### config.mk
export PLATFORM = sky130hd
export DESIGN_NAME = dac_interface_ad5724_flat
export DESIGN_NICKNAME = d
export VERILOG_FILES = /design/src/rtl/dac_pkg.sv /design/src/rtl/dac_interface_ad5724_if.sv /design/src/rtl/spi_tx_shifter.sv /design/src/rtl/dac_interface_ad5724.sv /design/src/flat_wrapper.sv
export SDC_FILE = /design/constraint.sdc
export NUM_CORES = 1
export LEC_CHECK = 0
export BUFFER_PORTS_ARGS = -buffer_cell sky130_fd_sc_hd__buf_2
export CORE_MARGIN = 2
export CORE_UTILIZATION = 42
export DETAILED_ROUTE_END_ITERATION = 7
export HOLD_SLACK_MARGIN = 0.06
export PLACE_DENSITY = 0.68
export SETUP_SLACK_MARGIN = 0.05
export SYNTH_ARGS = -nofsm -noshare
export SYNTH_HDL_FRONTEND = slang
export SYNTH_SLANG_ARGS = --single-unit
### constraint.sdc
create_clock -name clk -period 4 [get_ports clk]
set_clock_uncertainty 0.1 [all_clocks]
set_input_delay 1 -clock clk [delete_from_list [all_inputs] [get_ports clk]]
set_output_delay 1 -clock clk [all_outputs]
set_load 0.1 [all_outputs]
### src/rtl/dac_pkg.sv
// Shared definitions for the AD5724 DAC write interface: FSM state encodings,
// register-bus op bit indices, default timing constants and the frame layout.
package dac_pkg;

  typedef enum logic [3:0] {
    S_IDLE  = 4'd0,
    S_SETUP = 4'd2,
    S_QUIET = 4'd3,
    S_SHIFT = 4'd5,
    S_HOLD  = 4'd6,
    S_LDAC  = 4'd7
  } dac_state_e;

  localparam int unsigned OP_RST = 0;
  localparam int unsigned OP_EN  = 1;

  localparam int unsigned OP_W    = 4;
  localparam int unsigned ADDR_W  = 8;
  localparam int unsigned DATA_W  = 16;
  localparam int unsigned STATE_W = 4;

  localparam int unsigned T_SETUP_DEF = 2;
  localparam int unsigned T_HOLD_DEF  = 2;
  localparam int unsigned T_LDAC_DEF  = 2;
  localparam int unsigned T_QUIET_DEF = 3;
  localparam int unsigned NBIT_DEF    = 24;

  // One DAC frame: control byte (R/W, 0, REG[2:0], A[2:0]) then data word.
  typedef struct packed {
    logic [ADDR_W-1:0] ctrl;
    logic [DATA_W-1:0] data;
  } dac_frame_t;

endpackage

### src/rtl/dac_interface_ad5724_if.sv
// Register-bus bundle for the DAC write interface.
//   cs, op, addr, data_in : command from the bus master (valid while cs=1)
//   rdy, state            : status back to the master
interface dac_interface_ad5724_if;
  import dac_pkg::*;

  logic               cs;
  logic [OP_W-1:0]    op;
  logic [ADDR_W-1:0]  addr;
  logic [DATA_W-1:0]  data_in;
  logic               rdy;
  logic [STATE_W-1:0] state;

  modport master (output cs, op, addr, data_in, input rdy, state);
  modport slave  (input cs, op, addr, data_in, output rdy, state);

endinterface

### src/rtl/spi_tx_shifter.sv
// Serialiser for one DAC frame, MSB first, with a 4-cycle bit period.
//   clk, rst   : clock, async active-high reset
//   clear_i    : return SCLK/DIN to idle and drop any frame in progress
//   load_i     : capture frame_i and rewind the counters
//   enable_i   : advance the bit-period phase counter by one
//   frame_i    : frame to transmit
//   sclk_o     : serial clock, idles high, falls at phase 2
//   din_o      : serial data, updated at phase 0
//   done_o     : high once the last bit period has fully elapsed
module spi_tx_shifter #(
  parameter int unsigned NBIT = 24
) (
  input  logic            clk,
  input  logic            rst,
  input  logic            clear_i,
  input  logic            load_i,
  input  logic            enable_i,
  input  logic [NBIT-1:0] frame_i,
  output logic            sclk_o,
  output logic            din_o,
  output logic            done_o
);

  localparam int unsigned BCNT_W = $clog2(NBIT + 1);

  logic [NBIT-1:0]   sr_q;
  logic [1:0]        phase_q;
  logic [BCNT_W-1:0] bit_cnt_q;
  logic              sclk_q;
  logic              din_q;
  logic              done_q;

  // Phase 0 presents the next bit, phase 2 drops SCLK so the DAC samples it
  // two cycles after DIN settled; DIN then holds for two more cycles.
  always_ff @(posedge clk or posedge rst) begin
    if (rst) begin
      sr_q      <= '0;
      phase_q   <= 2'd0;
      bit_cnt_q <= '0;
      sclk_q    <= 1'b1;
      din_q     <= 1'b0;
      done_q    <= 1'b0;
    end else if (clear_i) begin
      sr_q      <= '0;
      phase_q   <= 2'd0;
      bit_cnt_q <= '0;
      sclk_q    <= 1'b1;
      din_q     <= 1'b0;
      done_q    <= 1'b0;
    end else if (load_i) begin
      sr_q      <= frame_i;
      phase_q   <= 2'd0;
      bit_cnt_q <= '0;
      done_q    <= 1'b0;
    end else if (enable_i && !done_q) begin
      phase_q <= phase_q + 2'd1;
      case (phase_q)
        2'd0: begin
          sclk_q <= 1'b1;
          din_q  <= sr_q[NBIT-1];
        end
        2'd2: begin
          sclk_q    <= 1'b0;
          sr_q      <= {sr_q[NBIT-2:0], 1'b0};
          bit_cnt_q <= bit_cnt_q + BCNT_W'(1);
        end
        2'd3: begin
          // Done only after the tail of the last bit period, so the final
          // falling edge still gets its DIN hold time.
          if (bit_cnt_q == BCNT_W'(NBIT)) done_q <= 1'b1;
        end
        default: ;
      endcase
    end
  end

  assign sclk_o = sclk_q;
  assign din_o  = din_q;
  assign done_o = done_q;

endmodule

### src/rtl/dac_interface_ad5724.sv
// AD5724 quad-DAC write interface: takes a one-cycle command from the
// cs/op/addr register bus and sends {addr, data_in} as a 24-bit frame on
// SYNC/SCLK/DIN, then optionally strobes LDAC.
//   clk, rst : clock, async active-high reset
//   bus      : register bus (slave side) with rdy/state status
//   SYNC     : frame sync, active low
//   SCLK     : serial clock, idles high
//   DIN      : serial data
//   LDAC     : load strobe, active low
// Build option: define DAC_LDAC_PULSE_EN to pulse LDAC after every frame;
// otherwise LDAC is held low and the DAC updates on the SYNC rising edge.
module dac_interface_ad5724
  import dac_pkg::*;
#(
  parameter int unsigned T_SETUP = T_SETUP_DEF,
  parameter int unsigned T_HOLD  = T_HOLD_DEF,
  parameter int unsigned T_LDAC  = T_LDAC_DEF,
  parameter int unsigned T_QUIET = T_QUIET_DEF,
  parameter int unsigned NBIT    = NBIT_DEF
) (
  input  logic                   clk,
  input  logic                   rst,
  dac_interface_ad5724_if.slave  bus,
  output logic                   SYNC,
  output logic                   SCLK,
  output logic                   DIN,
  output logic                   LDAC
);

  localparam int unsigned T_MAX01 = (T_SETUP > T_HOLD) ? T_SETUP : T_HOLD;
  localparam int unsigned T_MAX23 = (T_LDAC > T_QUIET) ? T_LDAC : T_QUIET;
  localparam int unsigned T_MAX   = (T_MAX01 > T_MAX23) ? T_MAX01 : T_MAX23;
  localparam int unsigned CNT_W   = $clog2(T_MAX + 1);

  dac_state_e       state_q;
  logic [CNT_W-1:0] cnt_q;
  logic             rdy_q;
  logic             sync_q;
`ifdef DAC_LDAC_PULSE_EN
  logic             ldac_q;
`endif

  dac_frame_t frame_c;
  logic       soft_rst_c;
  logic       start_c;
  logic       setup_last_c;
  logic       hold_last_c;
  logic       shift_done;
  logic       unused_op_c;

  // Bus decode; soft reset wins over start when both bits are set.
  assign soft_rst_c   = bus.cs & bus.op[OP_RST];
  assign start_c      = bus.cs & bus.op[OP_EN] & ~bus.op[OP_RST] &
                        rdy_q & (state_q == S_IDLE);
  assign unused_op_c  = ^bus.op[OP_W-1:2];
  assign frame_c      = '{ctrl: bus.addr, data: bus.data_in};

  assign setup_last_c = (state_q == S_SETUP) && (cnt_q == CNT_W'(T_SETUP - 1));
  assign hold_last_c  = (state_q == S_HOLD)  && (cnt_q == CNT_W'(T_HOLD - 1));

  // The shifter starts on the last setup cycle so bit 0 lands on DIN on the
  // same edge that enters S_SHIFT.
  spi_tx_shifter #(.NBIT(NBIT)) u_shifter (
    .clk      (clk),
    .rst      (rst),
    .clear_i  (soft_rst_c | hold_last_c),
    .load_i   (start_c),
    .enable_i (setup_last_c | (state_q == S_SHIFT)),
    .frame_i  (NBIT'(frame_c)),
    .sclk_o   (SCLK),
    .din_o    (DIN),
    .done_o   (shift_done)
  );

  // Frame sequencer: SYNC, LDAC, rdy and the timing counter.
  always_ff @(posedge clk or posedge rst) begin
    if (rst) begin
      state_q <= S_IDLE;
      cnt_q   <= '0;
      rdy_q   <= 1'b0;
      sync_q  <= 1'b1;
`ifdef DAC_LDAC_PULSE_EN
      ldac_q  <= 1'b1;
`endif
    end else if (soft_rst_c) begin
      state_q <= S_IDLE;
      cnt_q   <= '0;
      rdy_q   <= 1'b0;
      sync_q  <= 1'b1;
`ifdef DAC_LDAC_PULSE_EN
      ldac_q  <= 1'b1;
`endif
    end else begin
      case (state_q)
        S_IDLE: begin
          rdy_q <= 1'b1;
          if (start_c) begin
            rdy_q   <= 1'b0;
            sync_q  <= 1'b0;
            cnt_q   <= '0;
            state_q <= S_SETUP;
          end
        end
        S_SETUP: begin
          if (setup_last_c) begin
            cnt_q   <= '0;
            state_q <= S_SHIFT;
          end else begin
            cnt_q <= cnt_q + CNT_W'(1);
          end
        end
        S_SHIFT: begin
          if (shift_done) begin
            cnt_q   <= '0;
            state_q <= S_HOLD;
          end
        end
        S_HOLD: begin
          if (hold_last_c) begin
            sync_q  <= 1'b1;
            cnt_q   <= '0;
`ifdef DAC_LDAC_PULSE_EN
            ldac_q  <= 1'b0;
            state_q <= S_LDAC;
`else
            state_q <= S_QUIET;
`endif
          end else begin
            cnt_q <= cnt_q + CNT_W'(1);
          end
        end
`ifdef DAC_LDAC_PULSE_EN
        S_LDAC: begin
          if (cnt_q == CNT_W'(T_LDAC - 1)) begin
            ldac_q  <= 1'b1;
            cnt_q   <= '0;
            state_q <= S_QUIET;
          end else begin
            cnt_q <= cnt_q + CNT_W'(1);
          end
        end
`endif
        S_QUIET: begin
          if (cnt_q == CNT_W'(T_QUIET - 1)) begin
            rdy_q   <= 1'b1;
            cnt_q   <= '0;
            state_q <= S_IDLE;
          end else begin
            cnt_q <= cnt_q + CNT_W'(1);
          end
        end
        default: begin
          cnt_q   <= '0;
          state_q <= S_IDLE;
        end
      endcase
    end
  end

  assign SYNC      = sync_q;
  assign bus.rdy   = rdy_q;
  assign bus.state = state_q;
`ifdef DAC_LDAC_PULSE_EN
  assign LDAC      = ldac_q;
`else
  assign LDAC      = 1'b0;
`endif

endmodule

### src/flat_wrapper.sv
// flat-port wrapper written by rule: the top's interface ports become plain ports
module dac_interface_ad5724_flat import dac_pkg::*;
#(
  parameter int unsigned T_SETUP = T_SETUP_DEF,
  parameter int unsigned T_HOLD  = T_HOLD_DEF,
  parameter int unsigned T_LDAC  = T_LDAC_DEF,
  parameter int unsigned T_QUIET = T_QUIET_DEF,
  parameter int unsigned NBIT    = NBIT_DEF
)
  (clk, rst, SYNC, SCLK, DIN, LDAC, bus_cs, bus_op, bus_addr, bus_data_in, bus_rdy, bus_state);
  dac_interface_ad5724_if bus_i ();
  input  logic clk;
  input  logic rst;
  output logic SYNC;
  output logic SCLK;
  output logic DIN;
  output logic LDAC;
  input wire logic [$bits(bus_i.cs)-1:0] bus_cs;
  input wire logic [$bits(bus_i.op)-1:0] bus_op;
  input wire logic [$bits(bus_i.addr)-1:0] bus_addr;
  input wire logic [$bits(bus_i.data_in)-1:0] bus_data_in;
  output wire logic [$bits(bus_i.rdy)-1:0] bus_rdy;
  output wire logic [$bits(bus_i.state)-1:0] bus_state;
  assign bus_i.cs = bus_cs;
  assign bus_i.op = bus_op;
  assign bus_i.addr = bus_addr;
  assign bus_i.data_in = bus_data_in;
  assign bus_rdy = bus_i.rdy;
  assign bus_state = bus_i.state;
  dac_interface_ad5724 #(.T_SETUP(T_SETUP), .T_HOLD(T_HOLD), .T_LDAC(T_LDAC), .T_QUIET(T_QUIET), .NBIT(NBIT)) u_core (.clk(clk), .rst(rst), .bus(bus_i), .SYNC(SYNC), .SCLK(SCLK), .DIN(DIN), .LDAC(LDAC));
endmodule
Yosys cells after proc, flatten, opt, wreduce, memory -nomap -nowiden
Index checks and enable logic that the tools add are counted.

cells by class
  add/subtract/negate cells = 3
  multipliers = 0
  div/mod/pow operators = 0
  magnitude comparators = 0
  equal/unequal tests = 15
  shift-type cells = 0
  multiplexer cells = 46
  bitwise logic cells = 8
  reductions and logical operators = 23

operators with widths
  kind                                                    number
  two-way mux 24 bit                                      4
  two-way mux 4 bit                                       6
  nonzero test 3 bit                                      7
  two-way mux 5 bit                                       4
  case mux 4 bit (5 select lines)                         1
  two-way mux 1 bit                                       18
  two-way mux 2 bit                                       9
  inequality test 3 x 1 -> 1 bit (second input constant)  4
  AND reduction 3 bit                                     4
  case mux 2 bit (5 select lines)                         1
  equality test 4 x 2 -> 1 bit (second input constant)    2
  equality test 4 x 3 -> 1 bit (second input constant)    2
  equality test 2 bit (second input constant)             3
  case mux 1 bit (2 select lines)                         3
  AND reduction 2 bit                                     3
  adder 5 x 1 -> 5 bit (second input constant)            1
  bitwise AND 1 bit                                       5
  equality test 5 bit (second input constant)             1
  AND reduction 5 bit                                     1
  adder 2 x 1 -> 2 bit (second input constant)            2
  logical NOT 4 bit                                       1
  nonzero test 2 bit                                      2
  logical AND 1 bit                                       3
  inequality test 3 x 2 -> 1 bit (second input constant)  1
  other kinds (6)                                         7

storage, ports and cells
  flip-flop bits (word level) = 42
  bits in latches = 0
  RAM bits = 0
  ROM bits = 0
  logic and storage cells = 105
  memories = 0

Longest topological paths before layout
  depth in word-level cells = 7
  depth in mapped cells = 7
  mapped depth without buffers = 6

Hierarchy
From an unflattened synthesis, not the netlist that was laid out.

unflattened totals
  cells, all modules = 246
  area total of the unflattened synthesis = 2419.8 µm²

modules (own cells, without submodules)
  module                times used  cells each  area an instance (µm²)  seq. area each (µm²)
  spi_tx_shifter        1           186         1929.4                  852.1
  dac_interface_ad5724  1           60          490.5                   176.4

Least setup slack after synthesis
OpenSTA, ideal clock, no wires.

  path kind = input-to-reg
  from = input port bus_op[0]
  to = register u_core.u_shifter.sr_q[17]
  setup time = 79 ps
  data arrival time = 2164 ps
  required time = 3821 ps
  setup slack = 1656 ps
  stages = 5
  path buffers = 1
  cell sequence = nand4b_1 o31a_1 o211ai_2 buf_4 a2bb2oi_1

on the way
  longest elaborated chain between the ends = 6
  elaborated cells on any way between the ends = 11

ends and longest elaborated chain
  what                                                                               line                        RTL
  start, declared                                                                    flat_wrapper.sv:19          input wire logic [$bits(bus_i.op)-1:0] bus_op;
  inverter 1 bit                                                                     dac_interface_ad5724.sv:53  assign start_c = bus.cs & bus.op[OP_EN] & ~bus.op[OP_RST] &
  bitwise AND 1 bit (2 in series)                                                    dac_interface_ad5724.sv:53
  bitwise AND 1 bit                                                                  dac_interface_ad5724.sv:54  rdy_q & (state_q == S_IDLE);
  nonzero test 3 bit (no source line) / two-way mux 24 bit (equally long branches)   -
  AND reduction 2 bit (no source line) / two-way mux 24 bit (equally long branches)  -
  end signal, assigned                                                               spi_tx_shifter.sv:51        sr_q <= frame_i;
  end signal, assigned                                                               spi_tx_shifter.sv:64        sr_q <= {sr_q[NBIT-2:0], 1'b0};
  end, declared                                                                      spi_tx_shifter.sv:26        logic [NBIT-1:0] sr_q;

Parallel ways exist; a longest one is shown, timed or not.
A chain may end at the register's enable or synchronous reset.

Final worst setup path
  from = register u_core.state_q[0] (netlist: u_core.bus.state[0])
  to = output port bus_state[0]

RTL lines
  what                    line                         RTL
  start, declared         dac_interface_ad5724.sv:35   dac_state_e state_q;
  start signal, assigned  dac_interface_ad5724.sv:78   state_q <= S_IDLE;
  start signal, assigned  dac_interface_ad5724.sv:86   state_q <= S_IDLE;
  start signal, assigned  dac_interface_ad5724.sv:101  state_q <= S_SETUP;
  end, declared           flat_wrapper.sv:23           output wire logic [$bits(bus_i.state)-1:0] bus_state;

No word-level cell between the ends.

==> impl_metrics.ini <==
[outcome]
outcome = finished clean

[global_route]
grt_util_met3_pct = 3.605
grt_pass1_wl_um = 8321
grt_max_degree = 42
grt_use_total_pct = 17.01
grtUsageMet2_pct = 27.24
grt-ovfl-total = 0
grt_pass1_vias = 1774
grt_antenna_before_repair = 0
grt_most_used_layer = met2
grt.met1_usage_pct = 23.31

[synthesis]
ys_warn_count = 0
postSynthAreaPerCell_um2 = 9.763
synth.most_common_cell = dfrtp_1
synth_seq_cells = 41
netlist.area_leader.share_pct = 42.90
netlist_top_cells_area = dfrtp_1 (43%), a2bb2oi_1 (9.2%), o221ai_1 (8.9%)
yosys-top-cells-count = dfrtp_1 (39), nand2_1 (32), a2bb2oi_1 (24)
yosys.area.top_type = dfrtp_1
synthDistinctLibCells = 42
yosysSeqAreaShare_pct = 45.21
synth_edf_count = 0
mappedNetlistArea_um2 = 2275
synth_cells = 233
synthArstFlopShare_pct = 100.0
synth-main-ff-cell = dfrtp_1

[clock_network]
cts_buffers = 5
hold_buffers = 0
cts_max_path_buffers = 2
clock-sinks = 41
htree_levels = 2
tritoncts = built
clkLatencyLatePin_ps = 290
cts.clk_slew.worst_paths_ps = 80
cts_setup_buffers = 0
cts_root_buf = clkbuf_8
cts_resized = 0

[sta]
tightestPinTransition_ps = 580.1
min_period_over_period_pct = 74.51
relSlewSlack_pct = 61.06
post-route-min-period_ps = 2980
finalHoldViolCount = 0
max_freq_mhz = 335.5
tns_ps = 0
setup_viol = 0
grt_setup_unrepaired = false
drv_slew = 0

[drt]
vias = 1930
ant_nets = 0
first_pass_iters = 4
drt_iter0_drc = 74
routed_wl_um = 4880
viasPerCell = 5.831
post-route-drc-count = 0
wl_per_cell_um = 14.74

[worst_setup_path]
cp.arrival_ps = 1880
endpoint = bus_state[0]
rr_worst_depth = 6
cpPeakStageDelay_ps = 710
cp_num_cells = 2
critical_path.top_delay_family = buffers and inverters
r2r_end = u_core.u_shifter.sr_q[18]
worst-path-buf-inv = 2
crit_chain = buf_4 > buf_2
startpoint = u_core.bus.state[0]
cp_max_fo = 26
required_ps = 2900
ff2ff_setup_slack_ps = 1550
critPathKind = flip-flop to primary output
start_kind = flip-flop
cp-end-kind = primary output
worst_path_max_delay_cell = dfrtp_1
r2r-start = u_core.bus.state[1]

[placed_design]
hpwl_um = 3231
gp_congestion = 0.7762
placed_area_um2 = 2506
io_buffers = 35

[finish]
drive_gt1_share_pct = 21.07
synthToLayoutAreaGrowth_pct = 13.86
final_area_um2 = 2590
finalNetCount = 296
fillCellCount = 492
antenna_cells = 0

[die]
initial_utilization_pct = 43.98
dieArea_um2 = 6020
dieHeight_um = 77.59
pin_count = 40
core_area_um2 = 5172
die-width_um = 77.59
fp-row-count = 26

[pwr]
leakagePower_nw = 1.137
power_density_nw_per_um2 = 445.0
vdd_ir_drop_max_mv = 0.2319

[worst_hold_path]
hold_path_class = flip-flop to flip-flop

[flow_run]
maxCapViolations = 0
==> state kept, by name, summed over array words and instances, names as in the netlist <==
register / cells
u_core.SYNC: 1
u_core.bus.rdy: 1
u_core.bus.state: 3
u_core.cnt_q: 2
u_core.u_shifter.bit_cnt_q: 5
u_core.u_shifter.din_o: 1
u_core.u_shifter.done_o: 1
u_core.u_shifter.phase_q: 2
u_core.u_shifter.sclk_o: 1
u_core.u_shifter.sr_q: 24
==> where the power goes <==
group          internal, mW  total (mW)  switching [mW]  leakage (nW)
combinational         0.131       0.330           0.198         0.582
clock                 0.124       0.267           0.144        0.0385
sequential            0.486       0.555          0.0690         0.516
total                 0.741        1.15           0.411          1.14
==> tightest hold or removal path: cells and delay by family (launching register included) <==
kind | cells | cell delay [ps]
buf+inv | 1 | 40
compound gates | 1 | 70
flops | 1 | 370
==> how the worst min path moves through the flow <==
| stage | start | end | cells after the start |
|---|---|---|---|
| final | u_core.SYNC | u_core.SYNC | 2 |
| after global routing | u_core.SYNC | u_core.SYNC | 2 |
| after CTS | u_core.SYNC | u_core.SYNC | 2 |
| after floorplan | u_core.u_shifter.sr_q[0] | u_core.u_shifter.sr_q[0] | 2 |
| after detailed placement | u_core.SYNC | u_core.SYNC | 2 |
| after global placement | u_core.SYNC | u_core.SYNC | 2 |
==> stage by stage <==
stage | total power [mW] | worst slack (ps) | cells | hold slack, ps | utilization [%]
after floorplan | 0.8176 | 1656 | 234 | 397.1 | -
after global placement | 0.8881 | 1145 | 323 | 369.7 | 48.45
after detailed placement | 0.8936 | 1127 | 323 | 376.1 | 48.45
after CTS | 1.161 | 1016 | 331 | 387.4 | 50.07
after global routing | 1.216 | 910.2 | 331 | 408.7 | 50.07
final | 1.153 | 1020 | 331 | 385.7 | 50.07
==> placed cells by master (no fill, tap or decap), types with 2 or more instances in the layout <==
cell and n:
dfrtp_1 39, inv_1 11, nand2_1 32, nand4b_1 3, a31oi_1 2, clkbuf_8 5, buf_2 35, a21oi_1 9
nand3_1 5, conb_1 2, o21ai_0 10, xnor2_1 2, o221ai_1 23, o31a_1 2, nor2b_1 4, a2bb2oi_1 24
nor2_1 6, a21o_1 2, buf_4 6, o21ai_1 2, or3_1 4, and3_1 2, or4_1 2, dfstp_2 2
mux2i_1 3, ha_1 5, clkbuf_1 2
==> layout make-up <==
| class | instances | area [µm²] | share of cell area, % |
|---|---|---|---|
| inverters | 11 | 41.29 | 1.594 |
| well taps | 70 | 87.58 | 3.382 |
| multi-input cells | 159 | 1109 | 42.80 |
| clock inverters | 1 | 7.507 | 0.2899 |
| repair buffers | 42 | 240.2 | 9.275 |
| clock buffers | 7 | 76.32 | 2.947 |
| flip-flops and latches | 41 | 1028 | 39.71 |
==> kinds of logic after synthesis <==
logic type	Yosys count	share of synthesized area, %
compound gates	82	28.44
xor+xnor	2	0.7702
fa+ha+maj	5	2.750
buf+inv	34	6.600
flops	41	45.21
mux	3	1.320
other cells	1	0.1649
simple gates	65	14.74
==> metal layers <==
layer	wire length [µm]	share of wire, %
met5	0	0
met4	45	0.92
met2	2251	46
met1	2379	49
met3	202	4.1
No activity file was read; power rests on OpenSTA's default activity.
